===== src/rtl/hex_uart_dumper.sv =====
// Serialises a captured 32-bit word as 8 uppercase ASCII hex characters
// (optionally followed by CR LF) on an 8N1 UART line.
module hex_uart_dumper #(
  parameter int CLKS_PER_BIT = 868,
  parameter bit SEND_CRLF    = 1'b1
) (
  input  logic        clk,
  input  logic        rst,
  input  logic [31:0] inp,
  input  logic        start,
  output logic        busy,
  output logic        done,
  output logic        tx
);

  localparam int             CW      = $clog2(CLKS_PER_BIT);
  localparam logic [CW-1:0]  CNT_MAX = CW'(CLKS_PER_BIT - 1);
  localparam logic [3:0]     LAST_CH = SEND_CRLF ? 4'd9 : 4'd7;

  typedef enum logic [1:0] {IDLE, START_BIT, DATA_BITS, STOP_BIT} state_t;

  state_t        state, state_n;
  logic [CW-1:0] cnt, cnt_n;
  logic [2:0]    bitn, bitn_n;
  logic [3:0]    chr, chr_n;
  logic [31:0]   cap, cap_n;
  logic [7:0]    shreg, shreg_n;
  logic          tx_n, busy_n, done_n;

  // Character k of the line: hex digits MSB nibble first, then CR, LF.
  function automatic logic [7:0] enc(input logic [31:0] v, input logic [3:0] k);
    logic [3:0] nib;
    nib = 4'(v >> (5'd28 - {k[2:0], 2'b00}));
    if (k == 4'd8)        enc = 8'h0D;
    else if (k == 4'd9)   enc = 8'h0A;
    else if (nib < 4'd10) enc = 8'h30 + {4'h0, nib};
    else                  enc = 8'h37 + {4'h0, nib};
  endfunction

  always_ff @(posedge clk or posedge rst) begin
    if (rst) begin
      state <= IDLE;
      cnt   <= '0;
      bitn  <= '0;
      chr   <= '0;
      cap   <= '0;
      shreg <= '0;
      tx    <= 1'b1;
      busy  <= 1'b0;
      done  <= 1'b0;
    end else begin
      state <= state_n;
      cnt   <= cnt_n;
      bitn  <= bitn_n;
      chr   <= chr_n;
      cap   <= cap_n;
      shreg <= shreg_n;
      tx    <= tx_n;
      busy  <= busy_n;
      done  <= done_n;
    end
  end

  always_comb begin
    state_n = state;
    cnt_n   = cnt;
    bitn_n  = bitn;
    chr_n   = chr;
    cap_n   = cap;
    shreg_n = shreg;
    tx_n    = tx;
    busy_n  = busy;
    done_n  = 1'b0;
    unique case (state)
      IDLE: begin
        tx_n   = 1'b1;
        busy_n = 1'b0;
        if (start) begin
          state_n = START_BIT;
          cap_n   = inp;
          chr_n   = '0;
          cnt_n   = '0;
          shreg_n = enc(inp, 4'd0);
          tx_n    = 1'b0;
          busy_n  = 1'b1;
        end
      end
      START_BIT: begin
        if (cnt == CNT_MAX) begin
          state_n = DATA_BITS;
          cnt_n   = '0;
          bitn_n  = '0;
          tx_n    = shreg[0];
          shreg_n = shreg >> 1;
        end else begin
          cnt_n = cnt + 1'b1;
        end
      end
      DATA_BITS: begin
        if (cnt == CNT_MAX) begin
          cnt_n = '0;
          if (bitn == 3'd7) begin
            state_n = STOP_BIT;
            tx_n    = 1'b1;
          end else begin
            bitn_n  = bitn + 1'b1;
            tx_n    = shreg[0];
            shreg_n = shreg >> 1;
          end
        end else begin
          cnt_n = cnt + 1'b1;
        end
      end
      STOP_BIT: begin
        if (cnt == CNT_MAX) begin
          cnt_n = '0;
          // Last character finished: drop busy and pulse done together.
          if (chr == LAST_CH) begin
            state_n = IDLE;
            busy_n  = 1'b0;
            done_n  = 1'b1;
            tx_n    = 1'b1;
          end else begin
            state_n = START_BIT;
            chr_n   = chr + 1'b1;
            shreg_n = enc(cap, chr + 1'b1);
            tx_n    = 1'b0;
          end
        end else begin
          cnt_n = cnt + 1'b1;
        end
      end
      default: state_n = IDLE;
    endcase
  end

endmodule


===== config.mk =====
export PLATFORM = sky130hd
export DESIGN_NAME = hex_uart_dumper
export DESIGN_NICKNAME = d
export VERILOG_FILES = /design/src/rtl/hex_uart_dumper.sv
export SDC_FILE = /design/constraint.sdc
export NUM_CORES = 1
export LEC_CHECK = 0
export BUFFER_PORTS_ARGS = -buffer_cell sky130_fd_sc_hd__buf_4
export CAP_MARGIN = 0
export CORE_MARGIN = 4
export CORE_UTILIZATION = 63
export DETAILED_ROUTE_END_ITERATION = 7
export MAX_ROUTING_LAYER = met4
export PLACE_DENSITY_LB_ADDON = 0.25
export SLEW_MARGIN = 0
export SYNTH_ARGS = -nofsm -noshare
export SYNTH_HDL_FRONTEND = slang
export SYNTH_SLANG_ARGS = --single-unit

===== constraint.sdc =====
create_clock -name clk -period 5.8 [get_ports clk]
set_input_delay 1.16 -clock clk [delete_from_list [all_inputs] [get_ports clk]]
set_output_delay 1.16 -clock clk [all_outputs]
set_load 0.02 [all_outputs]

==> metrics.md, run 1 <==
| Metric | Value |
|---|---|
| Result of the run | finished, final reports clean |
| CTS sink cnt | 61 |
| Share of the core filled with cells | 0.765 |
| Wire length of the first global-routing pass | about 13000 µm |
| Clock-pin slew on the worst setup and hold paths | about 0.070 ns |
| Horizontal extent of the die | ~82 µm |
| Initial antenna violation count | 0 |
| Count of routing violations after the opening detailed-route iteration | approximately 230 |
| Die extent in y | just over 80 µm |
| Max IR drop VDD | approximately 0.00022 V |
| Leakage dissipation | around 1.9 nW |
| Library cells used by synthesis | 48 |
| Area Overhead vs Synth | 15.1% |
| Final setup vio count | 0 |
| Final weighted congestion in routability-driven placement | approximately 0.81 |
| Overall fraction of global-route tracks in use | 0.261 |
| Overflow after GRT | 0 |
| Total clock buffers created by CTS | 9 |
| Seq/Total Area, Yosys | 0.439 |
| Max-Slew Margin vs Limit | 0.439 |
| Areal power density over the cells | 212 mW/mm² |
| I/O Pins | 38 |
| Sum of net half-perimeters after detailed placement | approximately 5300 µm |
| Initial core utilization | 0.665 |
| Crit path DAT | about 3.7 ns |
| Total Die Area | 0.00678 mm² |
| Net Count, Synth | 373 |
| Sum of negative setup slack | 0 ns |
| Maximum root-to-sink buffer count | 2 |
| Total number of placement rows | 26 |
| Largest net degree at the start of global routing | slightly above 60 |
| Total via count after detailed routing | between 2000 and 3000 |
| Yosys Warn Count | 0 |
| Post-Synthesis Cell Area | 0.00348 mm² |
| Max-slew violation count | 0 |
| Share of Yosys cell area claimed by the top area cell type | 0.431 |
| Required arrival time at the worst endpoint | 6.08 ns |
| Core area | 0.00524 mm² |
| CTS-repair resized insts | 0 |
| Number of global-route vias before repair | 2707 |
| DRC viols | 0 |
| Post-CTS repair timing setup buffer count | 0 |
| Ranking of synthesized cells by area | sky130_fd_sc_hd__dfrtp_1 43%, sky130_fd_sc_hd__mux2_2 12%, sky130_fd_sc_hd__ha_1 4.7% |
| Cell area reported after detailed placement | ~0.0038 mm² |
| Root Driver | sky130_fd_sc_hd__clkbuf_8 |
| Critical Setup Path Class | register to register |
| Largest clock skew in the final design | about 0.0091 ns |
| Fraction of final layout cells sized beyond drive strength 1 | 0.280 |
| Type of origin of the critical path | register |
| Average cell area after synthesis | 10.7 µm² |
| CTS tree | built |
| Post-synthesis instance total | 325 |
| Slew @ Worst Pin | roughly 0.84 ns |
| Detailed-routing iteration count for the pre-antenna-repair pass | 4 |
| Portion of the clock cycle consumed by the worst path in the final layout | 0.590 |
| Achievable clock frequency | 292 MHz |
| Per-cell via count in the routed design | 6.05 |
| Category of the worst setup path capture point | register |
| Worst hold-check slack | just over 0.5 ns |
| Synth async-reset ratio | 1.00 |
| Dominant cell type by area after synthesis | sky130_fd_sc_hd__dfrtp_1 |
| Detail Route Antenna Nets | 0 |
| Count of max-cap constraint violations | 0 |
| Worst Hold Class | register to register |
| Yosys reg bits | 61 |
| Post-layout instance area | ~0.0040 mm² |
| R2R cell count | 8 |
| Quantity of hold-fixing buffers added after cts | 0 |
| Hold Path Depth | 2 |
| Count of buffers from port buffering | 37 |
| Clock period minus worst slack | approximately 3.4 ns |
| Final Hold Vio Count | 0 |
| Final nets | 411 |
| H-tree levels | 3 |
| Ys flop type | sky130_fd_sc_hd__dfrtp_1 |
| # diodes | 0 |
| Max FO, Critical Path | 19 |
| Clock Latency Late Sink | 0.35 ns |
| RSZ-0062 raised after global routing | no |
| Wire length reported by the detailed router | approximately 7500 µm |
| Number of flops mapped to enable cells by yosys | 0 |
| Average detailed-routed wire length per instance | 17.2 µm |
## logic make-up (layout without fill, tap and decap cells)
kind of cell | count (synthesis) | after routing | synth area share
simple gates | 86 | 86 | 0.125
compound gates | 69 | 69 | 0.126
flops | 61 | 61 | 0.439
mux | 58 | 58 | 0.201
buf+inv | 27 | 70 | 0.0348
fa+ha+maj | 13 | 13 | 0.0467
xor+xnor | 11 | 11 | 0.0277
## layout by cell type, fill, tap and decap left out, types with 2 or more instances in the layout
| cell type | n |
|---|---|
| sky130_fd_sc_hd__a31o_2 | 2 |
| sky130_fd_sc_hd__a22o_1 | 2 |
| sky130_fd_sc_hd__nor2_1 | 18 |
| sky130_fd_sc_hd__nor4b_1 | 2 |
| sky130_fd_sc_hd__mux4_2 | 6 |
| sky130_fd_sc_hd__buf_4 | 39 |
| sky130_fd_sc_hd__xnor2_1 | 4 |
| sky130_fd_sc_hd__nor2b_1 | 2 |
| sky130_fd_sc_hd__o21ai_0 | 20 |
| sky130_fd_sc_hd__and3_1 | 5 |
| sky130_fd_sc_hd__nand3_1 | 6 |
| sky130_fd_sc_hd__nand2b_1 | 2 |
| sky130_fd_sc_hd__a21boi_0 | 2 |
| sky130_fd_sc_hd__mux2i_1 | 16 |
| sky130_fd_sc_hd__and2_1 | 6 |
| sky130_fd_sc_hd__o211ai_1 | 6 |
| sky130_fd_sc_hd__o2111ai_1 | 4 |
| sky130_fd_sc_hd__and3b_1 | 3 |
| sky130_fd_sc_hd__inv_2 | 2 |
| sky130_fd_sc_hd__mux2_2 | 36 |
| sky130_fd_sc_hd__nand2_1 | 26 |
| sky130_fd_sc_hd__a21oi_1 | 18 |
| sky130_fd_sc_hd__xor2_1 | 7 |
| sky130_fd_sc_hd__nor3_1 | 4 |
| sky130_fd_sc_hd__nand3b_1 | 2 |
| sky130_fd_sc_hd__a31oi_1 | 3 |
| sky130_fd_sc_hd__ha_1 | 13 |
| sky130_fd_sc_hd__dfrtp_1 | 60 |
| sky130_fd_sc_hd__o211a_1 | 2 |
| sky130_fd_sc_hd__nand4_1 | 6 |
| sky130_fd_sc_hd__clkbuf_8 | 11 |
| sky130_fd_sc_hd__a22oi_1 | 2 |
| sky130_fd_sc_hd__clkinvlp_4 | 2 |
| sky130_fd_sc_hd__inv_1 | 13 |
## per-stage QoR
stage / cells / setup WS [ns] / total power, mW
after floorplan: 325 / 3.08 / 0.443
after global placement: 422 / 2.55 / 0.466
after detailed placement: 422 / 2.37 / 0.466
after CTS: 438 / 2.37 / 0.857
after global routing: 438 / 2.16 / 0.882
final: 438 / 2.38 / 0.850
## where the power goes
group | total, mW | internal (mW) | switching [mW]
logic | 0.0325 | 0.0170 | 0.0155
clock network | 0.392 | 0.221 | 0.170
registers | 0.425 | 0.425 | 0
total | 0.850 | 0.664 | 0.186
## worst paths after layout
| path | end | start | slack, ns |
|---|---|---|---|
| max in group asynchronous | state[1]$_DFFE_PP0P_ | rst | 4.27 |
| setup reg to reg | shreg[6]$_DFFE_PP0P_ | chr[0]$_DFFE_PP0P_ | 2.38 |
| setup / recovery | shreg[6]$_DFFE_PP0P_ | chr[0]$_DFFE_PP0P_ | 2.38 |
| min in group asynchronous | cap[23]$_DFFE_PP0P_ | rst | 1.02 |
| hold / removal | shreg[6]$_DFFE_PP0P_ | shreg[6]$_DFFE_PP0P_ | 0.50 |
| hold reg to reg | shreg[6]$_DFFE_PP0P_ | shreg[6]$_DFFE_PP0P_ | 0.50 |
## worst max-delay path, stage by stage, from the launching register on
cell and delay [ns]:
sky130_fd_sc_hd__dfrtp_1 0.56, sky130_fd_sc_hd__inv_2 0.17, sky130_fd_sc_hd__ha_1 0.88, sky130_fd_sc_hd__mux2i_1 0.18, sky130_fd_sc_hd__mux4_2 0.59, sky130_fd_sc_hd__ha_1 0.26
sky130_fd_sc_hd__o21a_1 0.19, sky130_fd_sc_hd__o41a_1 0.40, sky130_fd_sc_hd__o21ai_2 0.11
## Yosys cell counts (5+ instances only)
library cell and instances:
sky130_fd_sc_hd__clkbuf_1 8, sky130_fd_sc_hd__inv_1 14, sky130_fd_sc_hd__dfrtp_1 60, sky130_fd_sc_hd__mux2_2 36, sky130_fd_sc_hd__a21oi_1 18, sky130_fd_sc_hd__ha_1 13
sky130_fd_sc_hd__nand3_1 6, sky130_fd_sc_hd__mux2i_1 16, sky130_fd_sc_hd__o21ai_0 20, sky130_fd_sc_hd__o211ai_1 6, sky130_fd_sc_hd__and2_1 6, sky130_fd_sc_hd__nor2_1 18
sky130_fd_sc_hd__and3_1 5, sky130_fd_sc_hd__nand2_1 26, sky130_fd_sc_hd__xor2_1 7, sky130_fd_sc_hd__nand4_1 6, sky130_fd_sc_hd__mux4_2 6
## flip-flops by register name (all words and copies together) (netlist names)
register	flops
bitn	3
cnt	10
chr	4
tx	1
shreg	7
state	2
done	1
cap	32
busy	1
## layer usage
layer  part of all wire  global-route usage  up-vias  routed length (µm)
met5                  0                   -        -                   0
met4              0.022              0.0814        0                 168
met3              0.049              0.0792       17                 371
met2               0.51               0.421       77                3820
met1               0.42               0.315     1298                3160
li1                   -                   -     1259                   -
## area by class of cell
type | count | area, µm²
clock buffers | 11 | 151
clock inverters | 5 | 58.8
fillers | 369 | 1230
inverters | 15 | 56.3
multi-input cells | 237 | 1830
flip-flops and latches | 61 | 1530
well taps | 70 | 87.6
repair buffers | 39 | 293
Note: power is estimated with default switching activity, not from simulation.
==> run 2, diff against run 1 <==
--- a/config.mk
+++ b/config.mk
@@ -8,7 +8,7 @@
 export BUFFER_PORTS_ARGS = -buffer_cell sky130_fd_sc_hd__buf_4
 export CAP_MARGIN = 0
 export CORE_MARGIN = 4
-export CORE_UTILIZATION = 63
+export CORE_UTILIZATION = 59
 export DETAILED_ROUTE_END_ITERATION = 7
 export MAX_ROUTING_LAYER = met4
 export PLACE_DENSITY_LB_ADDON = 0.25
==> constraint.sdc (replaced) <==
create_clock -name clk -period 3.3 [get_ports clk]
set_input_delay 0.66 -clock clk [delete_from_list [all_inputs] [get_ports clk]]
set_output_delay 0.66 -clock clk [all_outputs]
set_load 0.02 [all_outputs]
==> run 2 against run 1 <==
Register-to-register slack worse by 2.1 ns. Sequential power is 76% higher. Via count is 0.45% lower. Maximum frequency is 15% higher. Die area is 6.1% higher. Clock power is 71% higher. Final area is 0.87% higher.
==> metrics.md, run 2 (same netlist as run 1, synthesis figures left out) <==
| Metric | Value |
|---|---|
| Area Overhead vs Synth | 16.1% |
| Max-Slew Margin vs Limit | 0.476 |
| Fraction of final layout cells sized beyond drive strength 1 | 0.288 |
| Post-CTS repair timing setup buffer count | 0 |
| Final weighted congestion in routability-driven placement | slightly above 0.8 |
| Achievable clock frequency | 336 MHz |
| Slew @ Worst Pin | around 0.79 ns |
| CTS tree | built |
| Wire length reported by the detailed router | approximately 7500 µm |
| Startpoint of the worst-slack reg-to-reg timing path | chr[1]$_DFFE_PP0P_ |
| Initial core utilization | 0.621 |
| Overall fraction of global-route tracks in use | 0.227 |
| Footprint of the multi-input gates | between 0.0015 and 0.002 mm² |
| Critical Setup Path Class | register to register |
| Origin of the worst min-delay path | shreg[6]$_DFFE_PP0P_ |
| Highest layer used for signal routing | met4 |
| Critical path startpoint | chr[1]$_DFFE_PP0P_ |
| Quantity of hold-fixing buffers added after cts | 0 |
| Leading cell type in the layout, fill and taps excluded | sky130_fd_sc_hd__dfrtp_1 |
| Routed met1 length | 3280 µm |
| Total power draw | approximately 1.5 mW |
| Result of the run | finished, final reports clean |
| CTS sink cnt | between 60 and 70 |
| Category of the worst setup path capture point | register |
| H-tree levels | 3 |
| Total number of placement rows | 27 |
| Detailed-routing iteration count for the pre-antenna-repair pass | 4 |
| Portion of the clock cycle consumed by the worst path in the final layout | 0.903 |
| Total clock buffers created by CTS | 9 |
| Horizontal extent of the die | approximately 85 µm |
| Final setup vio count | 0 |
| Max-slew violation count | 0 |
| Number of global-route vias before repair | 2655 |
| Die extent in y | roughly 85 µm |
| # diodes | 0 |
| Clock Latency Late Sink | approximately 0.34 ns |
| Clock period minus worst slack | 2.98 ns |
| Final nets | 415 |
| Registers with the most flip-flops | cap x32, cnt x10, shreg x7 |
| Detail Route Antenna Nets | 0 |
| Count of buffers from port buffering | 37 |
| Worst Hold Class | register to register |
| Met3 wirelength from detailed routing | between 300 and 400 µm |
| Sum of negative setup slack | 0 ns |
| RSZ-0062 raised after global routing | no |
| I/O Pins | 38 |
| Leakage dissipation | between 1.5 and 2 nW |
| Routed wl met2 | between 3000 and 4000 µm |
| Initial antenna violation count | 0 |
| Sum of net half-perimeters after detailed placement | between 5000 and 6000 µm |
| Count of max-cap constraint violations | 0 |
| Count of routing violations after the opening detailed-route iteration | 234 |
| Commonest cells after routing, fill and taps aside | 60 x sky130_fd_sc_hd__dfrtp_1, 42 x sky130_fd_sc_hd__buf_4, 36 x sky130_fd_sc_hd__mux2_2 |
| CTS-repair resized insts | 0 |
| Largest clock skew in the final design | ~0.0053 ns |
| Max IR drop VDD | between 0.0003 and 0.0004 V |
| Largest register by flop count | cap |
| Required arrival time at the worst endpoint | 3.57 ns |
| Total Die Area | 0.00720 mm² |
| Maximum root-to-sink buffer count | 2 |
| Total via count after detailed routing | 2639 |
| Crit path DAT | about 3.3 ns |
| Flip-flop count of the largest register after layout | 32 |
| Per-cell via count in the routed design | 5.94 |
| Clock-pin slew on the worst setup and hold paths | approximately 0.07 ns |
| DRC viols | 0 |
| Overflow after GRT | 0 |
| Final-layout fill cell count | ~400 |
| Register area | ~0.0015 mm² |
| Final Hold Vio Count | 0 |
| Largest net degree at the start of global routing | 62 |
| Average detailed-routed wire length per instance | between 15 and 20 µm |
| Wire length of the first global-routing pass | roughly 13000 µm |
| Max FO, Critical Path | 11 |
| Core area | roughly 0.0056 mm² |
| Type of origin of the critical path | register |
| Areal power density over the cells | ~360 mW/mm² |
| Root Driver | sky130_fd_sc_hd__clkbuf_8 |
==> run 2: cell count changes in the layout (fill, tap and decap cells not counted) <==
cell	previous run	this run
sky130_fd_sc_hd__clkinv_2	1	0
sky130_fd_sc_hd__buf_12	0	1
sky130_fd_sc_hd__buf_4	39	42
sky130_fd_sc_hd__clkbuf_8	11	9
sky130_fd_sc_hd__clkinvlp_4	2	5
==> run 2: worst max-delay path: stages (launching register included) <==
cell	delay, ns
sky130_fd_sc_hd__dfrtp_1	0.43
sky130_fd_sc_hd__inv_1	0.09
sky130_fd_sc_hd__ha_1	0.56
sky130_fd_sc_hd__buf_4	0.29
sky130_fd_sc_hd__mux4_2	0.32
sky130_fd_sc_hd__mux2_2	0.30
sky130_fd_sc_hd__inv_1	0.08
sky130_fd_sc_hd__ha_1	0.22
sky130_fd_sc_hd__inv_1	0.06
sky130_fd_sc_hd__nor4b_1	0.29
sky130_fd_sc_hd__o21ai_0	0.14
sky130_fd_sc_hd__a21oi_1	0.15
==> run 2: area by class of cell <==
class / count / area share
Timing Repair Buffer: 43 / 0.0829
Inverter: 15 / 0.0139
Tap cell: 72 / 0.0223
Clock buffer: 9 / 0.0306
Clock inverter: 7 / 0.0189
Multi-Input combinational cell: 237 / 0.454
Sequential cell: 61 / 0.378
==> run 2: metal layers <==
| layer | vias to the layer above | global-route usage |
|---|---|---|
| li1 | 1271 | - |
| met1 | 1273 | 0.283 |
| met2 | 78 | 0.373 |
| met3 | 17 | 0.0398 |
| met4 | 0 | 0.0820 |
| met5 | - | - |
==> run 2: metrics by stage <==
stage                     worst slack [ns]  hold WS, ns  std cells   util  area, µm²
after detailed placement             0.349        0.473        428  0.685       3840
after CTS                            0.319        0.489        444  0.721       4040
after global placement               0.486        0.472        428  0.685       3840
after floorplan                      0.579        0.445        325      -       3480
after global routing                 0.107        0.524        444  0.721       4040
final                                0.321        0.494        444  0.721       4040
==> run 2: path summary, 6_finish.rpt <==
path / to / slack [ns] / cells past startpoint
min in group asynchronous: cap[7]$_DFFE_PP0P_ / 0.53 / 3
min reg2reg: shreg[6]$_DFFE_PP0P_ / 0.49 / 2
max: shreg[2]$_DFFE_PP0P_ / 0.32 / 11
max in group asynchronous: chr[3]$_DFFE_PP0P_ / 2.24 / 3
min: shreg[6]$_DFFE_PP0P_ / 0.49 / 2
max reg2reg: shreg[2]$_DFFE_PP0P_ / 0.32 / 11
==> run 2: power by group <==
group	switching (mW)	internal [mW]	total, mW
combinational	0.0279	0.0298	0.0577
clock	0.320	0.349	0.669
sequential	0	0.747	0.747
total	0.348	1.13	1.47
==> run 3, diff against run 2 <==
--- a/config.mk
+++ b/config.mk
@@ -7,8 +7,10 @@
 export LEC_CHECK = 0
 export BUFFER_PORTS_ARGS = -buffer_cell sky130_fd_sc_hd__buf_4
 export CAP_MARGIN = 0
+export CELL_PAD_IN_SITES_DETAIL_PLACEMENT = 1
+export CELL_PAD_IN_SITES_GLOBAL_PLACEMENT = 2
 export CORE_MARGIN = 4
-export CORE_UTILIZATION = 59
+export CORE_UTILIZATION = 38
 export DETAILED_ROUTE_END_ITERATION = 7
 export MAX_ROUTING_LAYER = met4
 export PLACE_DENSITY_LB_ADDON = 0.25
==> run 3 against run 2 <==
Total power shrank 5.6%. Core utilization is 26 points lower. Maximum frequency grew 4.1%. Clock power shrank 13%. Sequential share of layout area is 0.27 points lower. Via count increased by 0.23%. Largest power group unchanged. Global-route usage down 5.6 points.
==> metrics.md, run 3 (same netlist as run 1, synthesis figures left out) <==
| Metric | Value |
|---|---|
| CTS tree | built |
| Result of the run | finished, final reports clean |
| CTS sink cnt | 61 |
| CTS-repair resized insts | 0 |
| Overall fraction of global-route tracks in use | 0.170 |
| Leakage dissipation | 1.90 nW |
| R2R cell count | 8 |
| Quantity of hold-fixing buffers added after cts | 0 |
| Final Hold Vio Count | 0 |
| Core area | between 0.008 and 0.009 mm² |
| Total Die Area | approximately 0.011 mm² |
| Root Driver | sky130_fd_sc_hd__clkbuf_8 |
| Overflow after GRT | 0 |
| Category of the worst setup path capture point | register |
| Clock-pin slew on the worst setup and hold paths | about 0.070 ns |
| Count of buffers from port buffering | 37 |
| Areal power density over the cells | ~340 mW/mm² |
| Critical Path Most Common Cell | sky130_fd_sc_hd__ha_1 |
| RSZ-0062 raised after global routing | no |
| Final-layout fill cell count | approximately 1000 |
| Worst Hold Class | input pin to asynchronous set/reset pin |
| Crit path DAT | 3.12 ns |
| Final weighted congestion in routability-driven placement | 0.837 |
| Maximum root-to-sink buffer count | 2 |
| Sum of negative setup slack | 0 ns |
| Buffering stage count on the worst path with inverters included | 1 |
| Slew @ Worst Pin | ~0.7 ns |
| Max IR drop VDD | ~0.00017 V |
| Pre-CTS WS | roughly 0.43 ns |
| Initial core utilization | 0.396 |
| Final setup vio count | 0 |
| Average detailed-routed wire length per instance | ~17 µm |
| Largest clock skew in the final design | between 0.01 and 0.015 ns |
| Sum of net half-perimeters after detailed placement | between 6000 and 7000 µm |
| Max-slew violation count | 0 |
| Post-route setup slack | 0.438 ns |
| Leading cell type in the layout, fill and taps excluded | sky130_fd_sc_hd__dfrtp_1 |
| H-tree levels | 3 |
| Total via count after detailed routing | 2645 |
| Per-cell via count in the routed design | between 5 and 6 |
| Crit path cell chain | inv_1, ha_1, mux2i_1, mux4_2, ha_1, o21a_1, o41a_1, o21ai_2 |
| Largest net degree at the start of global routing | 35 |
| Critical Setup Path Class | register to register |
| Levels on crit path | 8 |
| Portion of the clock cycle consumed by the worst path in the final layout | 0.867 |
| Required arrival time at the worst endpoint | around 3.6 ns |
| Die extent in y | between 100 and 150 µm |
| Flip-flop count of the largest register after layout | 32 |
| Area Overhead vs Synth | 16.9% |
| Achievable clock frequency | between 300 and 400 MHz |
| Wire length reported by the detailed router | between 8000 and 9000 µm |
| I/O Pins | 38 |
| Max-Slew Margin vs Limit | 0.534 |
| Horizontal extent of the die | 104 µm |
| Total clock buffers created by CTS | 9 |
| Clock Latency Late Sink | roughly 0.34 ns |
| Slowest cell on the critical path | sky130_fd_sc_hd__ha_1 |
| DRC viols | 0 |
| # diodes | 0 |
| Clock period minus worst slack | between 2 and 3 ns |
| Largest register by flop count | cap |
| Type of origin of the critical path | register |
| Max FO, Critical Path | 10 |
| Worst path max stage delay | ~0.57 ns |
| Count of max-cap constraint violations | 0 |
| Registers with the most flip-flops | cap x32, cnt x10, shreg x7 |
| Initial antenna violation count | 0 |
| Number of global-route vias before repair | 2946 |
| Total number of placement rows | 34 |
| Commonest cells after routing, fill and taps aside | 60 x sky130_fd_sc_hd__dfrtp_1, 44 x sky130_fd_sc_hd__buf_4, 36 x sky130_fd_sc_hd__mux2_2 |
| Wire length of the first global-routing pass | 14700 µm |
| Detailed-routing iteration count for the pre-antenna-repair pass | 4 |
| Count of routing violations after the opening detailed-route iteration | between 100 and 150 |
| Kind of cell adding the most delay to the critical path | adder cells |
| Post-CTS repair timing setup buffer count | 0 |
| Detail Route Antenna Nets | 0 |
| Final nets | around 420 |
| Fraction of final layout cells sized beyond drive strength 1 | 0.286 |
## run 3: cell types whose count changed in the layout (fill, tap and decap cells not counted)
| cell | before | now |
|---|---|---|
| sky130_fd_sc_hd__clkinv_2 | 0 | 1 |
| sky130_fd_sc_hd__clkbuf_1 | 0 | 2 |
| sky130_fd_sc_hd__bufinv_16 | 1 | 0 |
| sky130_fd_sc_hd__buf_4 | 42 | 44 |
| sky130_fd_sc_hd__clkinvlp_4 | 5 | 2 |
| sky130_fd_sc_hd__clkinv_4 | 1 | 2 |
## run 3: path summary, 6_finish.rpt
| path | start | end | slack (ns) |
|---|---|---|---|
| worst min register to register | shreg[6]$_DFFE_PP0P_ | shreg[6]$_DFFE_PP0P_ | 0.51 |
| worst min-delay path | rst | cap[7]$_DFFE_PP0P_ | 0.43 |
| worst max register to register | chr[1]$_DFFE_PP0P_ | shreg[6]$_DFFE_PP0P_ | 0.44 |
| worst max-delay path | chr[1]$_DFFE_PP0P_ | shreg[6]$_DFFE_PP0P_ | 0.44 |
| min in group clk | shreg[6]$_DFFE_PP0P_ | shreg[6]$_DFFE_PP0P_ | 0.51 |
| max in group asynchronous | rst | tx$_DFFE_PP1P_ | 2.18 |
## run 3: final cells by class
class / count / area (µm²) / share of cell area
tap: 108 / 135 / 0.0332
multi-input combinational: 237 / 1830 / 0.450
inverter: 15 / 56.3 / 0.0138
timing repair buffer: 45 / 350 / 0.0860
sequential: 61 / 1530 / 0.375
clock buffer: 11 / 131 / 0.0323
clock inverter: 5 / 37.5 / 0.00922
## run 3: per-layer routing
metal | up-vias | track usage | routed length (µm)
li1 | 1266 | - | -
met1 | 1330 | 0.219 | 3930
met2 | 43 | 0.281 | 4100
met3 | 6 | 0.0354 | 273
met4 | 0 | 0.0342 | 70
met5 | - | - | 0
## run 3: through the flow
stage / util / cells / instance area [µm²] / total power [mW] / hold WS (ns)
2_1_floorplan: - / 325 / 3480 / 0.779 / 0.445
3_3_place_gp: 0.443 / 466 / 3900 / 0.823 / 0.480
3_5_place_dp: 0.443 / 466 / 3900 / 0.824 / 0.482
4_1_cts: 0.462 / 482 / 4070 / 1.41 / 0.458
5_1_grt: 0.462 / 482 / 4070 / 1.45 / 0.486
6_report: 0.462 / 482 / 4070 / 1.39 / 0.432
## run 3: worst register-to-register path: stages, from the launching register on
cell and delay [ns]:
sky130_fd_sc_hd__dfrtp_1 0.43, sky130_fd_sc_hd__inv_1 0.08, sky130_fd_sc_hd__ha_1 0.57, sky130_fd_sc_hd__mux2i_1 0.16, sky130_fd_sc_hd__mux4_2 0.57, sky130_fd_sc_hd__ha_1 0.27, sky130_fd_sc_hd__o21a_1 0.20, sky130_fd_sc_hd__o41a_1 0.40
sky130_fd_sc_hd__o21ai_2 0.10
## run 3: power breakdown
part / total, mW / internal, mW / switching (mW)
combinational: 0.0600 / 0.0314 / 0.0286
clock: 0.583 / 0.274 / 0.309
sequential: 0.747 / 0.747 / 0
